`config.mk`:
```
export PLATFORM = sky130hd
export DESIGN_NAME = pipe_field
export DESIGN_NICKNAME = d
export VERILOG_FILES = /design/src/rtl/flappy_pkg.sv /design/src/rtl/pipe_field_lfsr16.sv /design/src/rtl/pipe_field.sv
export SDC_FILE = /design/constraint.sdc
export NUM_CORES = 1
export LEC_CHECK = 0
export CORE_UTILIZATION = 55
export CTS_BUF_LIST = sky130_fd_sc_hd__clkbuf_16
export DETAILED_ROUTE_END_ITERATION = 7
export GPL_ROUTABILITY_DRIVEN = 0
export PLACE_DENSITY_LB_ADDON = 0.2
export SYNTH_ARGS = -nofsm -noshare
export SYNTH_HDL_FRONTEND = slang
export SYNTH_SLANG_ARGS = --single-unit
export TNS_END_PERCENT = 10
```
`constraint.sdc`:
```
create_clock -name clock -period 14.2 [get_ports clock]
set_input_delay 2.84 -clock clock [delete_from_list [all_inputs] [get_ports clock]]
set_output_delay 2.84 -clock clock [all_outputs]
set_load 0.02 [all_outputs]
```
`src/rtl/flappy_pkg.sv`:
```
// Shared types and constants for the flappy obstacle field.
// Geometry defaults, LFSR seed/taps and score limit live here.
package flappy_pkg;

    typedef enum logic [1:0] {
        ST_IDLE  = 2'd0,
        ST_RUN   = 2'd1,
        ST_CRASH = 2'd2
    } state_t;

    localparam int SCREEN_W    = 640;
    localparam int PIPE_W      = 60;
    localparam int GAP_H       = 120;
    localparam int SPACING     = 220;
    localparam int SCROLL_STEP = 2;
    localparam int BIRD_SIZE   = 20;
    localparam int FLOOR_Y     = 450;
    localparam int N_PIPES     = 3;

    localparam logic [8:0]  INIT_GAP  = 9'd180;
    localparam logic [8:0]  GAP_MIN   = 9'd60;
    localparam logic [9:0]  SCORE_MAX = 10'd999;

    localparam logic [15:0] LFSR_SEED = 16'hACE1;
    // Galois right-shift form of taps 16,14,13,11
    localparam logic [15:0] LFSR_TAPS = 16'hB400;

    function automatic logic [15:0] lfsr_next(input logic [15:0] cur);
        logic [15:0] nxt;
        nxt = {1'b0, cur[15:1]};
        if (cur[0]) begin
            nxt = nxt ^ LFSR_TAPS;
        end
        return nxt;
    endfunction

endpackage

```
`src/rtl/pipe_field_lfsr16.sv`:
```
// Free-running 16-bit Galois LFSR, seeded on reset.
// Only the low byte is consumed downstream, so only it is exported.
module lfsr16
    import flappy_pkg::*;
(
    input  logic       clock,
    input  logic       reset,
    output logic [7:0] o_low
);

    logic [15:0] r_lfsr;

    // advance every clock; a nonzero seed keeps it out of the zero state
    always_ff @(posedge clock or negedge reset) begin
        if (!reset) begin
            r_lfsr <= LFSR_SEED;
        end else begin
            r_lfsr <= lfsr_next(r_lfsr);
        end
    end

    assign o_low = r_lfsr[7:0];

endmodule

```
`src/rtl/pipe_field.sv`:
```
// Scrolling three-pipe obstacle field with collision and scoring.
// All evaluation uses the pre-tick registered pipe state.
module pipe_field
    import flappy_pkg::*;
#(
    parameter int P_SCROLL_STEP = SCROLL_STEP,
    parameter int P_PIPE_W      = PIPE_W,
    parameter int P_GAP_H       = GAP_H,
    parameter int P_SPACING     = SPACING,
    parameter int P_SCREEN_W    = SCREEN_W,
    parameter int P_BIRD_SIZE   = BIRD_SIZE,
    parameter int P_FLOOR_Y     = FLOOR_Y
) (
    input  logic        clock,
    input  logic        reset,
    input  logic        tick,
    input  logic        pause,
    input  logic        restart,
    input  logic        game_state,
    input  logic [9:0]  bird_x,
    input  logic [8:0]  bird_y,
    output logic [10:0] pipe0_x,
    output logic [10:0] pipe1_x,
    output logic [10:0] pipe2_x,
    output logic [8:0]  pipe0_gap,
    output logic [8:0]  pipe1_gap,
    output logic [8:0]  pipe2_gap,
    output logic        collision,
    output logic        score_pulse,
    output logic [9:0]  current_score,
    output logic [9:0]  highest_score
);

    localparam logic [10:0] L_STEP  = 11'(P_SCROLL_STEP);
    // respawn offset: x - step + 3*spacing, folded so nothing goes negative
    localparam logic [10:0] L_WRAP  = 11'(3 * P_SPACING - P_SCROLL_STEP);
    localparam logic [11:0] L_HREACH = 12'(P_BIRD_SIZE + P_PIPE_W);
    localparam logic [11:0] L_BSIZE = 12'(P_BIRD_SIZE);
    localparam logic [11:0] L_GAPH  = 12'(P_GAP_H);
    localparam logic [11:0] L_FLOOR = 12'(P_FLOOR_Y);

    state_t      r_state;
    state_t      w_state_nxt;

    logic [10:0] r_x   [N_PIPES];
    logic [8:0]  r_gap [N_PIPES];
    logic [10:0] w_x_init [N_PIPES];
    logic [10:0] w_x_new  [N_PIPES];
    logic [8:0]  w_gap_new [N_PIPES];

    logic [N_PIPES-1:0] w_hit;
    logic [N_PIPES-1:0] w_pass;

    logic [9:0]  r_cur;
    logic [9:0]  r_high;
    logic        r_pulse;
    logic        r_coll;

    logic [7:0]  w_rand;
    logic [11:0] w_bx;
    logic [11:0] w_by;
    logic        w_step;
    logic        w_floor;
    logic        w_crash;
    logic        w_scroll;
    logic        w_reload;
    logic        w_any_pass;
    logic [9:0]  w_cur_inc;
    logic [9:0]  w_high_new;

    lfsr16 u_lfsr (
        .clock (clock),
        .reset (reset),
        .o_low (w_rand)
    );

    assign w_bx = {2'b00, bird_x};
    assign w_by = {3'b000, bird_y};

    assign w_step   = (r_state == ST_RUN) && tick && !pause;
    assign w_floor  = (w_by >= L_FLOOR);
    assign w_crash  = w_step && (w_floor || (|w_hit));
    assign w_scroll = w_step && !w_crash;
    assign w_reload = (r_state == ST_CRASH) && restart;

    for (genvar g = 0; g < N_PIPES; g++) begin : g_pipe
        logic [11:0] w_px;
        logic [11:0] w_pg;
        logic        w_hov;
        logic        w_vfail;
        logic        w_respawn;

        assign w_x_init[g] = 11'(P_SCREEN_W + P_PIPE_W + g * P_SPACING);

        assign w_px = {1'b0, r_x[g]};
        assign w_pg = {3'b000, r_gap[g]};

        // bird_x+size > x-width, rearranged to stay non-negative
        assign w_hov   = (w_bx < w_px) && ((w_bx + L_HREACH) > w_px);
        assign w_vfail = (w_by < w_pg) || ((w_by + L_BSIZE) > (w_pg + L_GAPH));
        assign w_hit[g] = w_hov && w_vfail;

        assign w_respawn  = (r_x[g] <= L_STEP);
        assign w_x_new[g] = w_respawn ? (r_x[g] + L_WRAP)
                                      : (r_x[g] - L_STEP);
        assign w_gap_new[g] = w_respawn ? (GAP_MIN + {1'b0, w_rand})
                                        : r_gap[g];

        assign w_pass[g] = (r_x[g] > {1'b0, bird_x})
                        && (w_x_new[g] <= {1'b0, bird_x});
    end

    assign w_any_pass = |w_pass;
    assign w_cur_inc  = (r_cur >= SCORE_MAX) ? SCORE_MAX : (r_cur + 10'd1);
    assign w_high_new = (w_cur_inc > r_high) ? w_cur_inc : r_high;

    // game state register
    always_ff @(posedge clock or negedge reset) begin
        if (!reset) begin
            r_state <= ST_IDLE;
        end else begin
            r_state <= w_state_nxt;
        end
    end

    // next-state: start on game_state, crash on hit, leave crash on restart
    always_comb begin
        w_state_nxt = r_state;
        unique case (r_state)
            ST_IDLE: begin
                if (game_state) begin
                    w_state_nxt = ST_RUN;
                end
            end
            ST_RUN: begin
                if (w_crash) begin
                    w_state_nxt = ST_CRASH;
                end
            end
            ST_CRASH: begin
                if (restart) begin
                    w_state_nxt = ST_IDLE;
                end
            end
            default: begin
                w_state_nxt = ST_IDLE;
            end
        endcase
    end

    // pipe positions and gaps: reload on restart, scroll on a clean tick
    always_ff @(posedge clock or negedge reset) begin
        if (!reset) begin
            for (int i = 0; i < N_PIPES; i++) begin
                r_x[i]   <= w_x_init[i];
                r_gap[i] <= INIT_GAP;
            end
        end else if (w_reload) begin
            for (int i = 0; i < N_PIPES; i++) begin
                r_x[i]   <= w_x_init[i];
                r_gap[i] <= INIT_GAP;
            end
        end else if (w_scroll) begin
            for (int i = 0; i < N_PIPES; i++) begin
                r_x[i]   <= w_x_new[i];
                r_gap[i] <= w_gap_new[i];
            end
        end
    end

    // scoring: one pulse per passing tick, saturating current, running max
    always_ff @(posedge clock or negedge reset) begin
        if (!reset) begin
            r_cur   <= '0;
            r_high  <= '0;
            r_pulse <= 1'b0;
        end else begin
            r_pulse <= 1'b0;
            if (w_reload) begin
                r_cur <= '0;
            end else if (w_scroll && w_any_pass) begin
                r_pulse <= 1'b1;
                r_cur   <= w_cur_inc;
                r_high  <= w_high_new;
            end
        end
    end

    // collision flag tracks the crash state
    always_ff @(posedge clock or negedge reset) begin
        if (!reset) begin
            r_coll <= 1'b0;
        end else if (w_crash) begin
            r_coll <= 1'b1;
        end else if (w_reload) begin
            r_coll <= 1'b0;
        end
    end

    assign pipe0_x       = r_x[0];
    assign pipe1_x       = r_x[1];
    assign pipe2_x       = r_x[2];
    assign pipe0_gap     = r_gap[0];
    assign pipe1_gap     = r_gap[1];
    assign pipe2_gap     = r_gap[2];
    assign collision     = r_coll;
    assign score_pulse   = r_pulse;
    assign current_score = r_cur;
    assign highest_score = r_high;

endmodule

```
==> summary.md <==
| Metric | Value |
|---|---|
| Outcome | finished clean |
| Number of instances in the synthesized netlist | 948 |
| Avg Inst Size Synth | about 9 um2 |
| TritonCTS sink count | between 90 and 100 |
| Post-CTS resize count | 0 |
| Maximum root-to-sink buffer count | 2 |
| Launching point of the worst reg2reg path | pipe1_x[5]$_DFFE_PN0P_ |
| Count of pins on the block boundary | approximately 110 |
| Largest net degree at the start of global routing | 77 |
| Clock transition at the registers of the reported paths | 0.07 ns |
| Final Total Pwr | 1.82 mW |
| Number of global-route vias before repair | about 7200 |
| Largest family of logic cells by synthesized area | adder cells |
| Post-Place Setup Slack | 6.79 ns |
| Die height | 127 um |
| Count of H-tree levels built during CTS | 3 |
| CTS hold repair buffers | 0 |
| Final Hold Vio Count | 0 |
| Area enclosed by the die boundary | 16100 um2 |
| Overall Global Routing Usage | 29.5% |
| Post-route antenna net violation count | 0 |
| Post-synthesis xor/xnor area fraction | 5.77% |
| Compound-Gate Fraction of Synth Area | 14.2% |
| Commonest non-fill, non-tap cells in the layout | ha_1 (159), clkdlybuf4s50_1 (102), inv_1 (86) |
| Detailed-routing iteration count for the pre-antenna-repair pass | 5 |
| Setup slack of the worst register-to-register path | 8.55 ns |
| Hold Crit Depth | 0 |
| Max capacitance violation total | 0 |
| Unrepaired setup endpoints after global routing | no |
| Starting density of the core | 56.4% |
| Final setup violation count | 0 |
| Asr flop ratio synth | 100% |
| Cell chain of the critical path | clkdlybuf4s50_1, ha_1, o2111ai_1, xnor2_1, ha_1, nand4_1, a211oi_1, a2111oi_0, a31oi_1, o2111ai_1, o311ai_1, buf_4, or3_4, or3_1, mux2_4 |
| Area leader, netlist | ha_1 |
| Main synth FF type | dfrtp_1 |
| Number of buffers added by the clock tree synthesis step | 9 |
| Global-route wire length before repair | 37000 um |
| Min Clock Period, post-route | 7.11 ns |
| Layout cell share with drive strength beyond 1 | under 10% |
| Register bit total from synthesis | 97 |
| Fin. max-slew vios | 0 |
| Seq/Total Area, Yosys | 28.9% |
| Buffer type at the clock tree root | clkbuf_16 |
| Antenna violations before repair | 0 |
| Post-Route Utilization | 66.3% |
| Core box area | around 15000 um2 |
| Leakage power summed over all cells | roughly 4.8 nW |
| Average via count per standard cell | ~6.0 |
| Kind of start point of the critical path | input pin |
| Post-synthesis to final-layout area growth | 17.6% |
| Final worst-path cycle share | between 50% and 60% |
| Warnings from Yosys | 0 |
| Power Dens Cells | ~180 nW/um2 |
| Achievable frequency | 141 MHz |
| End of the worst register-to-register path | highest_score[8]$_DFFE_PN0P_ |
| Transition time at the pin with the least slew margin | ~1.1 ns |
| Cell types with the largest area share after synthesis | ha_1 (23%), dfrtp_1 (18%), dfstp_2 (11%) |
| Yosys cell types | 71 |
| Die Width | 127 um |
| Num rows | 45 |
| Mapped Area | 8570 um2 |
| Worst hold path class | reg -> reg |
| Worst ir drop on vdd | about 0.12 mV |
| Max-Slew Margin vs Limit | slightly below 30% |
| Residual DRC count | 0 |
| Worst path required time | 14.45 ns |
| Cells on worst reg2reg path | 14 |
| Number of DRC violations after detailed-routing iteration 0 | 598 |
| I/O Buffers | 103 |
| Count of antenna diodes in the layout | 0 |
| Post-layout worst setup margin | ~7.1 ns |
| Fin nets | 1231 |
| HPWL after DPL | 17400 um |
| Clock latency at the later pin of the worst-skew pair | 0.37 ns |
| Capturing element type of the critical path | flip-flop |
| EDFF count, synth | 0 |
| Total negative slack for setup checks | 0 ns |
| Post-route cell area | slightly above 10000 um2 |
| Arr. time, crit path | ~7.4 ns |
| Post-DP Area | 9790 um2 |
| Adder and majority gate portion of the synthesized area | 23.3% |
| Leftover overflow at the end of global routing | 0 |
| Post-CTS setup repair buffer count | 0 |
| Area share of the largest cell type after synthesis | between 20% and 30% |
| Largest fanout of any net on the critical path | 14 |
| Final Routed Wirelength | 22900 um |
| Fraction of the mapped netlist area in simple logic gates | 17.3% |
| Final worst clock skew | ~0.012 ns |
| Multiplexer share of the synthesized area | under 10% |
| Most common cell after layout, fill and taps aside | ha_1 |
| Worst Hold Launch | u_lfsr.r_lfsr[12]$_DFF_PN0_ |
| Classification of the worst setup path | in -> reg |
| Vias post-DR | 7451 |
| Highest cell delay on the worst timing path | 0.68 ns |
| CTS tree | built |
| Average wire per standard cell | 18.4 um |
| End point of the most critical hold path | u_lfsr.r_lfsr[11]$_DFF_PN1_ |
| Worst path slowest cell | clkdlybuf4s50_1 |
-- per-stage QoR --
stage,hold slack (ns),std cells
detailed placement,0.339,1224
finish,0.347,1240
floorplan,0.331,950
global route,0.355,1240
CTS,0.348,1240
global placement,0.336,1224
-- worst max-delay path, delay by kind of cell --
| family | cells | cell delay, ns |
|---|---|---|
| simple gates | 3 | 1.31 |
| compound gates | 6 | 1.01 |
| buf+inv | 2 | 0.87 |
| fa+ha+maj | 2 | 0.59 |
| mux | 1 | 0.39 |
| xor+xnor | 1 | 0.34 |
-- Yosys cell counts, types with 3 or more instances --
cell and n:
a2111oi_0 3, a211o_1 3, a211oi_1 19, a21o_1 18, a21oi_1 36, a22o_1 3, a31oi_1 7, and2_1 3
and3_1 7, and4_1 4, buf_4 3, clkbuf_1 16, dfrtp_1 61, dfstp_2 36, ha_1 159, inv_1 85
inv_2 3, mux2_2 7, mux2_4 7, mux2i_1 27, nand2_1 85, nand2b_1 11, nand3_1 40, nand3b_1 4
nand4_1 12, nor2_1 62, nor2b_1 6, nor3_1 38, nor4_1 6, o2111ai_1 4, o211ai_1 5, o21a_1 6
o21ai_0 48, o31ai_1 12, or2_2 3, or4_1 8, xnor2_1 41, xor2_1 11
-- where the power goes --
part           total [mW]  switching (mW)  internal [mW]
sequential          0.497           0.125          0.373
clock               0.238           0.117          0.120
combinational        1.08           0.597          0.485
-- final cells by class --
class,instances,area (um2)
Clock buffer,9,225
Clock inverter,7,58.8
Fill cell,1253,5120
Inverter,89,334
Multi-Input combinational cell,743,5690
Sequential cell,97,2470
Tap cell,188,235
Timing Repair Buffer,107,1060
-- routing by layer --
layer	share of wire, %	global-route usage (%)	vias up
met3	6.0	5.15	42
met4	2.5	10.8	0
met5	0	0	-
li1	-	-	3603
met2	44	45.6	248
met1	47	41.4	3558
-- flip-flops by register name (all words and copies together), names as in the netlist --
name,cells
collision,1
current_score,10
highest_score,10
pipe0_gap,9
pipe0_x,10
pipe1_gap,9
pipe1_x,10
pipe2_gap,9
pipe2_x,10
r_state,2
score_pulse,1
u_lfsr.r_lfsr,16
-- how the worst max path moves through the flow --
| stage | depth (start not counted) | slack, ns | from | to |
|---|---|---|---|---|
| 2_1_floorplan | 14 | 8.11 | bird_y[2] | highest_score[1]$_DFFE_PN0P_ |
| 3_3_place_gp | 15 | 6.86 | bird_y[3] | highest_score[1]$_DFFE_PN0P_ |
| 3_5_place_dp | 15 | 6.79 | bird_y[3] | highest_score[8]$_DFFE_PN0P_ |
| 4_1_cts | 15 | 7.15 | bird_y[3] | highest_score[8]$_DFFE_PN0P_ |
| 5_1_grt | 15 | 6.80 | bird_y[2] | highest_score[5]$_DFFE_PN0P_ |
| 6_report | 15 | 7.09 | bird_y[2] | highest_score[8]$_DFFE_PN0P_ |
-- cells by family after synthesis --
| group | Yosys count |
|---|---|
| AO/OA/AOI/OAI | 183 |
| XOR/XNOR | 54 |
| adder cells (fa/ha/maj) | 160 |
| buffers and inverters | 110 |
| flip-flops | 97 |
| multiplexers | 42 |
| other | 1 |
| AND/OR/NAND/NOR | 301 |
Note: power is estimated with default switching activity, not from simulation.
